**src/rtl/md_pkg.sv**
```systemverilog
// Shared types and opcode classification helpers for the HI/LO multiply-divide unit.
package md_pkg;

   typedef enum logic [3:0] {
      OP_NOP   = 4'd0,
      OP_MULT  = 4'd1,
      OP_MULTU = 4'd2,
      OP_DIV   = 4'd3,
      OP_DIVU  = 4'd4,
      OP_MADD  = 4'd5,
      OP_MADDU = 4'd6,
      OP_MSUB  = 4'd7,
      OP_MSUBU = 4'd8,
      OP_MTHI  = 4'd9,
      OP_MTLO  = 4'd10
   } md_op_t;

   typedef enum logic [1:0] {IDLE, MUL, DIV} md_state_t;

   typedef enum logic [1:0] {ACC_NONE, ACC_ADD, ACC_SUB} md_acc_t;

   function automatic logic IS_MUL(input logic [3:0] op);
      return op inside {OP_MULT, OP_MULTU, OP_MADD, OP_MADDU, OP_MSUB, OP_MSUBU};
   endfunction

   function automatic logic IS_DIV(input logic [3:0] op);
      return op inside {OP_DIV, OP_DIVU};
   endfunction

   function automatic logic IS_ARITH(input logic [3:0] op);
      return IS_MUL(op) | IS_DIV(op);
   endfunction

   function automatic logic IS_SIGNED(input logic [3:0] op);
      return op inside {OP_MULT, OP_DIV, OP_MADD, OP_MSUB};
   endfunction

   function automatic md_acc_t ACC_SEL(input logic [3:0] op);
      if (op inside {OP_MADD, OP_MADDU}) return ACC_ADD;
      if (op inside {OP_MSUB, OP_MSUBU}) return ACC_SUB;
      return ACC_NONE;
   endfunction

endpackage

```
**src/rtl/md_divider_seq.sv**
```systemverilog
// Restoring shift-subtract divider on operand magnitudes, one quotient bit per cycle,
// followed by one sign-fixup cycle in which o_valid is high.
module md_divider_seq
   import md_pkg::*;
#(
   parameter int unsigned WIDTH = 32
) (
   input  logic             clk,
   input  logic             reset,
   input  logic             i_start,
   input  logic             i_abort,
   input  logic             i_signed_mode,
   input  logic [WIDTH-1:0] i_a,
   input  logic [WIDTH-1:0] i_b,
   output logic [WIDTH-1:0] o_quotient,
   output logic [WIDTH-1:0] o_remainder,
   output logic             o_valid
);

   localparam int unsigned SW = $clog2(WIDTH + 1);

   logic             r_run;
   logic [SW-1:0]    r_step;
   logic [WIDTH-1:0] r_rem;
   logic [WIDTH-1:0] r_quo;
   logic [WIDTH-1:0] r_div;
   logic [WIDTH-1:0] r_a;
   logic             r_neg_q;
   logic             r_neg_r;
   logic             r_dz;

   logic             w_a_neg;
   logic             w_b_neg;
   logic [WIDTH-1:0] w_a_mag;
   logic [WIDTH-1:0] w_b_mag;
   logic [WIDTH:0]   w_shift;
   logic [WIDTH:0]   w_diff;
   logic             w_ge;

   assign w_a_neg = i_signed_mode & i_a[WIDTH-1];
   assign w_b_neg = i_signed_mode & i_b[WIDTH-1];
   assign w_a_mag = w_a_neg ? -i_a : i_a;
   assign w_b_mag = w_b_neg ? -i_b : i_b;

   // r_quo starts as the dividend and shifts out MSB-first while quotient bits fill from the LSB
   assign w_shift = {r_rem, r_quo[WIDTH-1]};
   assign w_diff  = w_shift - {1'b0, r_div};
   assign w_ge    = ~w_diff[WIDTH];

   always_ff @(posedge clk) begin
      if (reset || i_abort) begin
         r_run   <= 1'b0;
         r_step  <= '0;
         r_rem   <= '0;
         r_quo   <= '0;
         r_div   <= '0;
         r_a     <= '0;
         r_neg_q <= 1'b0;
         r_neg_r <= 1'b0;
         r_dz    <= 1'b0;
      end else if (i_start) begin
         r_run   <= 1'b1;
         r_step  <= SW'(WIDTH);
         r_rem   <= '0;
         r_quo   <= w_a_mag;
         r_div   <= w_b_mag;
         r_a     <= i_a;
         r_neg_q <= w_a_neg ^ w_b_neg;
         r_neg_r <= w_a_neg;
         r_dz    <= (i_b == '0);
      end else if (r_run) begin
         if (r_step != '0) begin
            r_step <= r_step - SW'(1);
            r_rem  <= w_ge ? w_diff[WIDTH-1:0] : w_shift[WIDTH-1:0];
            r_quo  <= {r_quo[WIDTH-2:0], w_ge};
         end else begin
            r_run <= 1'b0;
         end
      end
   end

   // Signed overflow needs no special case: -(2^(W-1)) wraps back onto itself
   assign o_valid     = r_run && (r_step == '0);
   assign o_quotient  = r_dz ? '1  : (r_neg_q ? -r_quo : r_quo);
   assign o_remainder = r_dz ? r_a : (r_neg_r ? -r_rem : r_rem);

endmodule

```
**src/rtl/md_unit_iter.sv**
```systemverilog
// HI/LO multiply-divide unit: fixed-latency multiply/MAC pipeline, iterative divider,
// MTHI/MTLO writes, and exception flush. stall_req holds dependent instructions in ID.
module md_unit_iter
   import md_pkg::*;
#(
   parameter int unsigned WIDTH    = 32,
   parameter int unsigned MULT_LAT = 5
) (
   input  logic             clk,
   input  logic             reset,
   input  logic [3:0]       op,
   input  logic [WIDTH-1:0] rs_val,
   input  logic [WIDTH-1:0] rt_val,
   input  logic             flush,
   output logic             busy,
   output logic             stall_req,
   output logic             done,
   output logic [WIDTH-1:0] hi,
   output logic [WIDTH-1:0] lo
);

   localparam int unsigned DIV_LAT   = WIDTH + 1;
   localparam int unsigned CNT_W_DIV = $clog2(DIV_LAT + 1);
   localparam int unsigned CNT_W_MUL = $clog2(MULT_LAT + 1);
   localparam int unsigned CNT_W     = (CNT_W_DIV > CNT_W_MUL) ? CNT_W_DIV : CNT_W_MUL;

   md_state_t          r_state;
   md_state_t          w_next_state;
   logic [CNT_W-1:0]   r_cnt;
   logic               r_busy;
   logic               r_done;
   logic [WIDTH-1:0]   r_hi;
   logic [WIDTH-1:0]   r_lo;
   logic [2*WIDTH-1:0] r_prod;
   md_acc_t            r_acc;

   logic               w_start_mul;
   logic               w_start_div;
   logic               w_commit_mul;
   logic               w_commit_div;
   logic               w_wr_hi;
   logic               w_wr_lo;
   logic               w_signed;
   logic [2*WIDTH-1:0] w_ext_a;
   logic [2*WIDTH-1:0] w_ext_b;
   logic [2*WIDTH-1:0] w_product;
   logic [2*WIDTH-1:0] w_mul_result;
   logic [WIDTH-1:0]   w_div_q;
   logic [WIDTH-1:0]   w_div_r;
   logic               w_div_valid;

   assign w_signed  = IS_SIGNED(op);
   assign w_ext_a   = w_signed ? {{WIDTH{rs_val[WIDTH-1]}}, rs_val} : {{WIDTH{1'b0}}, rs_val};
   assign w_ext_b   = w_signed ? {{WIDTH{rt_val[WIDTH-1]}}, rt_val} : {{WIDTH{1'b0}}, rt_val};
   assign w_product = w_ext_a * w_ext_b;

   // Accumulate against HI/LO as they stand at commit, so MT* issued before accept is included
   always_comb begin
      case (r_acc)
         ACC_ADD: w_mul_result = {r_hi, r_lo} + r_prod;
         ACC_SUB: w_mul_result = {r_hi, r_lo} - r_prod;
         default: w_mul_result = r_prod;
      endcase
   end

   md_divider_seq #(.WIDTH(WIDTH)) u_div (
      .clk          (clk),
      .reset        (reset),
      .i_start      (w_start_div),
      .i_abort      (flush),
      .i_signed_mode(w_signed),
      .i_a          (rs_val),
      .i_b          (rt_val),
      .o_quotient   (w_div_q),
      .o_remainder  (w_div_r),
      .o_valid      (w_div_valid)
   );

   always_ff @(posedge clk) begin
      if (reset) r_state <= IDLE;
      else       r_state <= w_next_state;
   end

   always_comb begin
      w_next_state = r_state;
      w_start_mul  = 1'b0;
      w_start_div  = 1'b0;
      w_commit_mul = 1'b0;
      w_commit_div = 1'b0;
      w_wr_hi      = 1'b0;
      w_wr_lo      = 1'b0;
      if (flush) begin
         w_next_state = IDLE;
      end else begin
         case (r_state)
            IDLE: begin
               if (IS_MUL(op)) begin
                  w_start_mul  = 1'b1;
                  w_next_state = MUL;
               end else if (IS_DIV(op)) begin
                  w_start_div  = 1'b1;
                  w_next_state = DIV;
               end else if (op == OP_MTHI) begin
                  w_wr_hi = 1'b1;
               end else if (op == OP_MTLO) begin
                  w_wr_lo = 1'b1;
               end
            end
            MUL: begin
               if (r_cnt == '0) begin
                  w_commit_mul = 1'b1;
                  w_next_state = IDLE;
               end
            end
            DIV: begin
               if (w_div_valid) begin
                  w_commit_div = 1'b1;
                  w_next_state = IDLE;
               end
            end
            default: w_next_state = IDLE;
         endcase
      end
   end

   always_ff @(posedge clk) begin
      if (reset) begin
         r_cnt  <= '0;
         r_busy <= 1'b0;
         r_done <= 1'b0;
         r_hi   <= '0;
         r_lo   <= '0;
         r_prod <= '0;
         r_acc  <= ACC_NONE;
      end else begin
         r_busy <= (w_next_state != IDLE);
         r_done <= w_commit_mul | w_commit_div;
         if (w_start_mul) begin
            r_cnt  <= CNT_W'(MULT_LAT - 1);
            r_prod <= w_product;
            r_acc  <= ACC_SEL(op);
         end else if (flush) begin
            r_cnt <= '0;
         end else if (r_state == MUL && r_cnt != '0) begin
            r_cnt <= r_cnt - CNT_W'(1);
         end
         if (w_commit_mul) begin
            {r_hi, r_lo} <= w_mul_result;
         end
         if (w_commit_div) begin
            r_hi <= w_div_r;
            r_lo <= w_div_q;
         end
         if (w_wr_hi) r_hi <= rs_val;
         if (w_wr_lo) r_lo <= rs_val;
      end
   end

   assign busy      = r_busy;
   assign done      = r_done;
   assign hi        = r_hi;
   assign lo        = r_lo;
   assign stall_req = r_busy | IS_ARITH(op);

endmodule

```
**config.mk**
```make
export PLATFORM = sky130hd
export DESIGN_NAME = md_unit_iter
export DESIGN_NICKNAME = d
export VERILOG_FILES = /design/src/rtl/md_pkg.sv /design/src/rtl/md_divider_seq.sv /design/src/rtl/md_unit_iter.sv
export SDC_FILE = /design/constraint.sdc
export NUM_CORES = 2
export LEC_CHECK = 0
export CAP_MARGIN = 10
export CORE_UTILIZATION = 42
export CTS_BUF_LIST = sky130_fd_sc_hd__clkbuf_16
export DETAILED_ROUTE_END_ITERATION = 7
export SYNTH_ARGS = -nofsm -noshare
export SYNTH_HDL_FRONTEND = slang
export SYNTH_HIERARCHICAL = 1
export SYNTH_SLANG_ARGS = --single-unit
export TNS_END_PERCENT = 100
```
**constraint.sdc**
```tcl
create_clock -name clk -period 29.7 [get_ports clk]
set_input_delay 2.97 -clock clk [delete_from_list [all_inputs] [get_ports clk]]
set_output_delay 2.97 -clock clk [all_outputs]
set_load 0.05 [all_outputs]
```
# [Word level (Yosys, flattened, before mapping)]
# Cells that the tools add are included.
[totals] ff_bits=278 latchBits=0 ramBits=0 mem_bits_ro=0 n_memories=0
[classes] addsub=9 mul=1 div=0 order_cmp=0 eq_ne=14 shifts=0 muxes=69 bitwise_logic=7 reduce_logical=24
[op_table] op="$mux 32" n=16
[op_table] op="$mux 64" n=2
[op_table] op="$neg 32->32" n=4
[op_table] op="$pmux 64 s2" n=1
[op_table] op="$add 64x64->64" n=1
[op_table] op="$mul 64x64->64" n=1
[op_table] op="$sub 64x64->64" n=1
[op_table] op="$mux 1" n=34
[op_table] op="$sub 33x32->33" n=1
[op_table] op="$logic_not 32->1" n=1
[op_table] op="$mux 2" n=9
[op_table] op="$mux 6" n=3
[op_table] op="$reduce_bool 6->1" n=3
[op_table] op="$eq 4x3->1 const B" n=4
[op_table] op="$eq 4x4->1 const B" n=3
[op_table] op="$logic_not 6->1" n=2
[op_table] op="$reduce_bool 2->1" n=6
[op_table] op="$sub 6x1->6 const B" n=2
[op_table] op="$mux 3" n=3
[op_table] op="$reduce_bool 3->1" n=3
[op_table] op="$eq 4x2->1 const B" n=2
[op_table] op="$pmux 2 s3" n=1
[op_table] op="$eq 2x1->1 const B" n=2
[op_table] op="$eq 2x2->1 const B" n=2
[op_table] op="other kinds (12)" n=17

# [Depth between registers and ports, before layout]
[depth] word_depth=12 depth_mapped=35

# [Modules after synthesis]
# The synthesis kept the hierarchy.
[modules_own_cells] mod="md_unit_iter" instances=1 cells_per_inst=6548 area_per_inst_um2=58742.6 seq_area_each_um2=2802.7
[modules_own_cells] mod="md_divider_seq" instances=1 cells_per_inst=1368 area_per_inst_um2=10093.4 seq_area_each_um2=2762.6

# [Worst setup path after synthesis]
# Ideal clock, no wire load.
[synth_path] kind="input to register" from="input port op[0]" to="register r_prod[61]" arrival_ps=11828 required_ps=29583 slack_ps=17755 cell_stages=31 n_path_buf=3 cell_sequence="nor2b_1 -> and2_1 -> clkbuf_1 -> clkbuf_1 -> nand2_1 -> fa_1 -> inv_1 -> fa_1 -> fa_1 -> inv_1 -> fa_1 -> inv_1 -> fa_1 -> fa_1 -> fa_1 -> fa_1 -> fa_1 -> inv_1 -> fa_1 -> inv_1 -> ha_1 -> clkbuf_1 -> inv_1 -> o21bai_1 -> a21o_1 -> a21o_1 -> a21o_1 -> a311oi_1 -> o31ai_2 -> xor2_1 -> a22o_1"
[synth_between] elab_chain_cells=5
[synth_lines] item="from (decl)" line="md_unit_iter.sv:11" text="input logic [3:0] op,"
[synth_lines] item="branches (longest 5 deep; another with $mul 64x64->64)"
[synth_lines] item="to (signal assigned)" line="md_unit_iter.sv:140" text="r_prod <= w_product;"
[synth_lines] item="to (decl)" line="md_unit_iter.sv:34" text="logic [2*WIDTH-1:0] r_prod;"
# Several ways; the timed one is not identified.
# A chain may end at the register's enable or synchronous reset.

# [Worst setup path in the final report]
[layout_path] from="input port op[0]" to="register r_prod[59]"
# Same word-level chain as after synthesis.

==> results.toml <==
[status]
outcome = "completed"

[clock_network]
cts_root_buf = "clkbuf_16"
htreeDepth = 2
cts_sinks = 278
cts_max_path_buffers = 3
cts_buffers = 35
cts.clk_slew.worst_paths_ns = 0.06
cts-resized-gates = 0
cts_tree = "done"
cts_setup_buffers = 0
cts_hold_buf = 0
clk_latency_ns = 0.57

[final_layout]
drive_gt1_share_pct = 3.49
final_area_sq_um = 72900
fillers = 16040
nNetsFinal = 9679
utilization_pct = 44.8
area_delta_synth_final_pct = 5.85

[synth]
synth_area_sq_um = 68800
netlist_instances = 7916
synth_top_cell_area_share_pct = 41.6
yosysTopAreaCell = "fa_1"
avgSynthCellArea_sq_um = 8.70
synthTopCellsByCount = "inv_1 (1587), fa_1 (1431), nand2_1 (987), and2_1 (523), ha_1 (408)"
ys_types = 109
ys_ff_latch = 278
synth_top_flop_cell = "dfxtp_1"
async_reset_ff_share_pct = 0
synth_edf_count = 0
ys_warn_count = 6
synth.most_common_cell = "inv_1"
synthesis.nets = 9826
yosys-top-cells-area = "fa_1 (42%), inv_1 (8.7%), dfxtp_1 (8.1%)"
synth-seq-area-share_pct = 8.08

[placement]
port_buffers = 137
placed_cell_area_sq_um = 71800
hpwl_microns = 176000
gp_congestion = 0.980

[route]
vias = 54435
drt_wl_total_microns = 225000
via_per_inst = 5.46
drc = 0
postRouteAntennaNets = 0
post_drt_wl_per_cell_microns = 22.6
drt_iter0_drc = 4463
first_pass_iters = 8

[global_routing]
grt_antenna_before_repair = 9
grt_overflow = 0
grt_pass1_vias = 57592
grt_max_degree = 86
grt_pass1_wl_microns = 350000
grtUsageTotal_pct = 27.8

[worst_setup_path]
cpMaxStageDelayCell = "fa_1"
arrival_ns = 13.97
start_kind = "input port"
path_class = "in2reg"
path_max_fanout = 24
critical_path_required_ns = 30.11
crit_top_cell = "fa_1"
critPathMaxStageDelay_ns = 0.92
startpoint = "op[0]"
endpoint_kind = "flip-flop"
r2r-start = "r_prod[2]$_SDFFE_PP0P_"

[sta]
rsz0062_at_grt = "no"
period_share_pct = 45.7
drv_slew = 0
hold_slack_ns = 0.475
setup-tns-final_ns = 0
layout_min_cycle_time_ns = 13.56
max_freq_mhz = 73.7
setup_violations = 0
worst_slew_pin_slew_ns = 1.16
clock_skew_ns = 0.0417
maxSlewHeadroom_pct = 22.5
hold_viol = 0

[floorplan]
die-area_sq_um = 166000
initial_core_util_pct = 42.3
io_pins = 138
row_count = 148
die_x_microns = 407
die_h_microns = 407
core_area_sq_um = 163000

[min_path]
hp-start = "u_div/r_neg_q$_SDFFE_PP0P_"
min_path_type = "reg2reg"

[run]
drv_cap = 0
[cells by family (layout without fill, tap and decap cells)]
kind of cell | Yosys count | count (layout) | share of synthesized area, %
AND/OR/NAND/NOR | 2253 | 2253 | 15.8
adder cells (fa/ha/maj) | 1841 | 1841 | 49.1
AO/OA/AOI/OAI | 1101 | 1101 | 10.3
flip-flops | 278 | 278 | 8.08
multiplexers | 73 | 73 | 1.07
XOR/XNOR | 359 | 359 | 4.58
buffers and inverters | 2011 | 1887 | 11.1
other | 0 | 5 | 0
[flip-flops by register name, summed over array words and instances, names as in the netlist]
name           count
u_div/r_run        1
hi                32
done               1
r_state            2
u_div/r_div       32
u_div/r_neg_r      1
u_div/r_step       6
u_div/r_rem       32
u_div/r_neg_q      1
u_div/r_a         32
r_cnt              6
u_div/r_quo       32
r_prod            64
lo                32
u_div/r_dz         1
busy               1
r_acc              2
[final timing paths]
| kind | end | slack (ns) | cells past startpoint |
|---|---|---|---|
| worst max-delay path | r_prod[59]$_SDFFE_PP0P_ | 16.14 | 32 |
| worst min-delay path | u_div/r_neg_q$_SDFFE_PP0P_ | 0.48 | 2 |
| worst max register to register | hi[30]$_SDFFE_PP0P_ | 23.78 | 18 |
| worst min register to register | u_div/r_neg_q$_SDFFE_PP0P_ | 0.48 | 2 |
[worst max-delay path: cells and delay by family]
| family | cells | cell delay [ns] |
|---|---|---|
| adder cells (fa/ha/maj) | 11 | 6.01 |
| AO/OA/AOI/OAI | 7 | 1.86 |
| buffers and inverters | 8 | 1.77 |
| AND/OR/NAND/NOR | 5 | 1.17 |
| XOR/XNOR | 1 | 0.16 |
[through the flow]
step / worst slack (ns) / std cells
after floorplan: 17.76 / 7916
after global placement: 15.67 / 9907
after detailed placement: 15.57 / 9907
after CTS: 16.13 / 9967
after global routing: 15.48 / 9968
final: 16.14 / 9972
[area by class of cell]
type                            count  area (sq um)  share of cell area, %
Antenna cell                        5          12.5                 0.0172
Timing Repair Buffer              237          1900                   2.60
Multi-Input combinational cell   5627         55700                   76.4
Inverter                         1590          5970                   8.19
Sequential cell                   278          5570                   7.64
Clock inverter                     25           164                  0.225
Tap cell                         2175          2720                   3.73
Clock buffer                       35           876                   1.20
[cell usage in the layout (no fill, tap or decap), drive strengths merged, types with 225 or more instances in the layout]
master / count
fa: 1431
o21ai: 230
dfxtp: 278
xnor2: 225
nand2: 989
and2: 526
a21oi: 346
ha: 408
nor2: 306
inv: 1600
[per-layer routing]
layer | vias to the layer above | global-route usage [%] | share of wire (%)
met5 | - | 0 | 0.018
met4 | 6 | 9.48 | 4.0
met3 | 381 | 3.02 | 6.7
met2 | 1924 | 45.8 | 46
met1 | 27906 | 38.1 | 43
li1 | 24218 | - | -
Power is left out: the tool's default activity adds up to more than one toggle a clock period on the data nets, which glitch-free logic cannot reach.
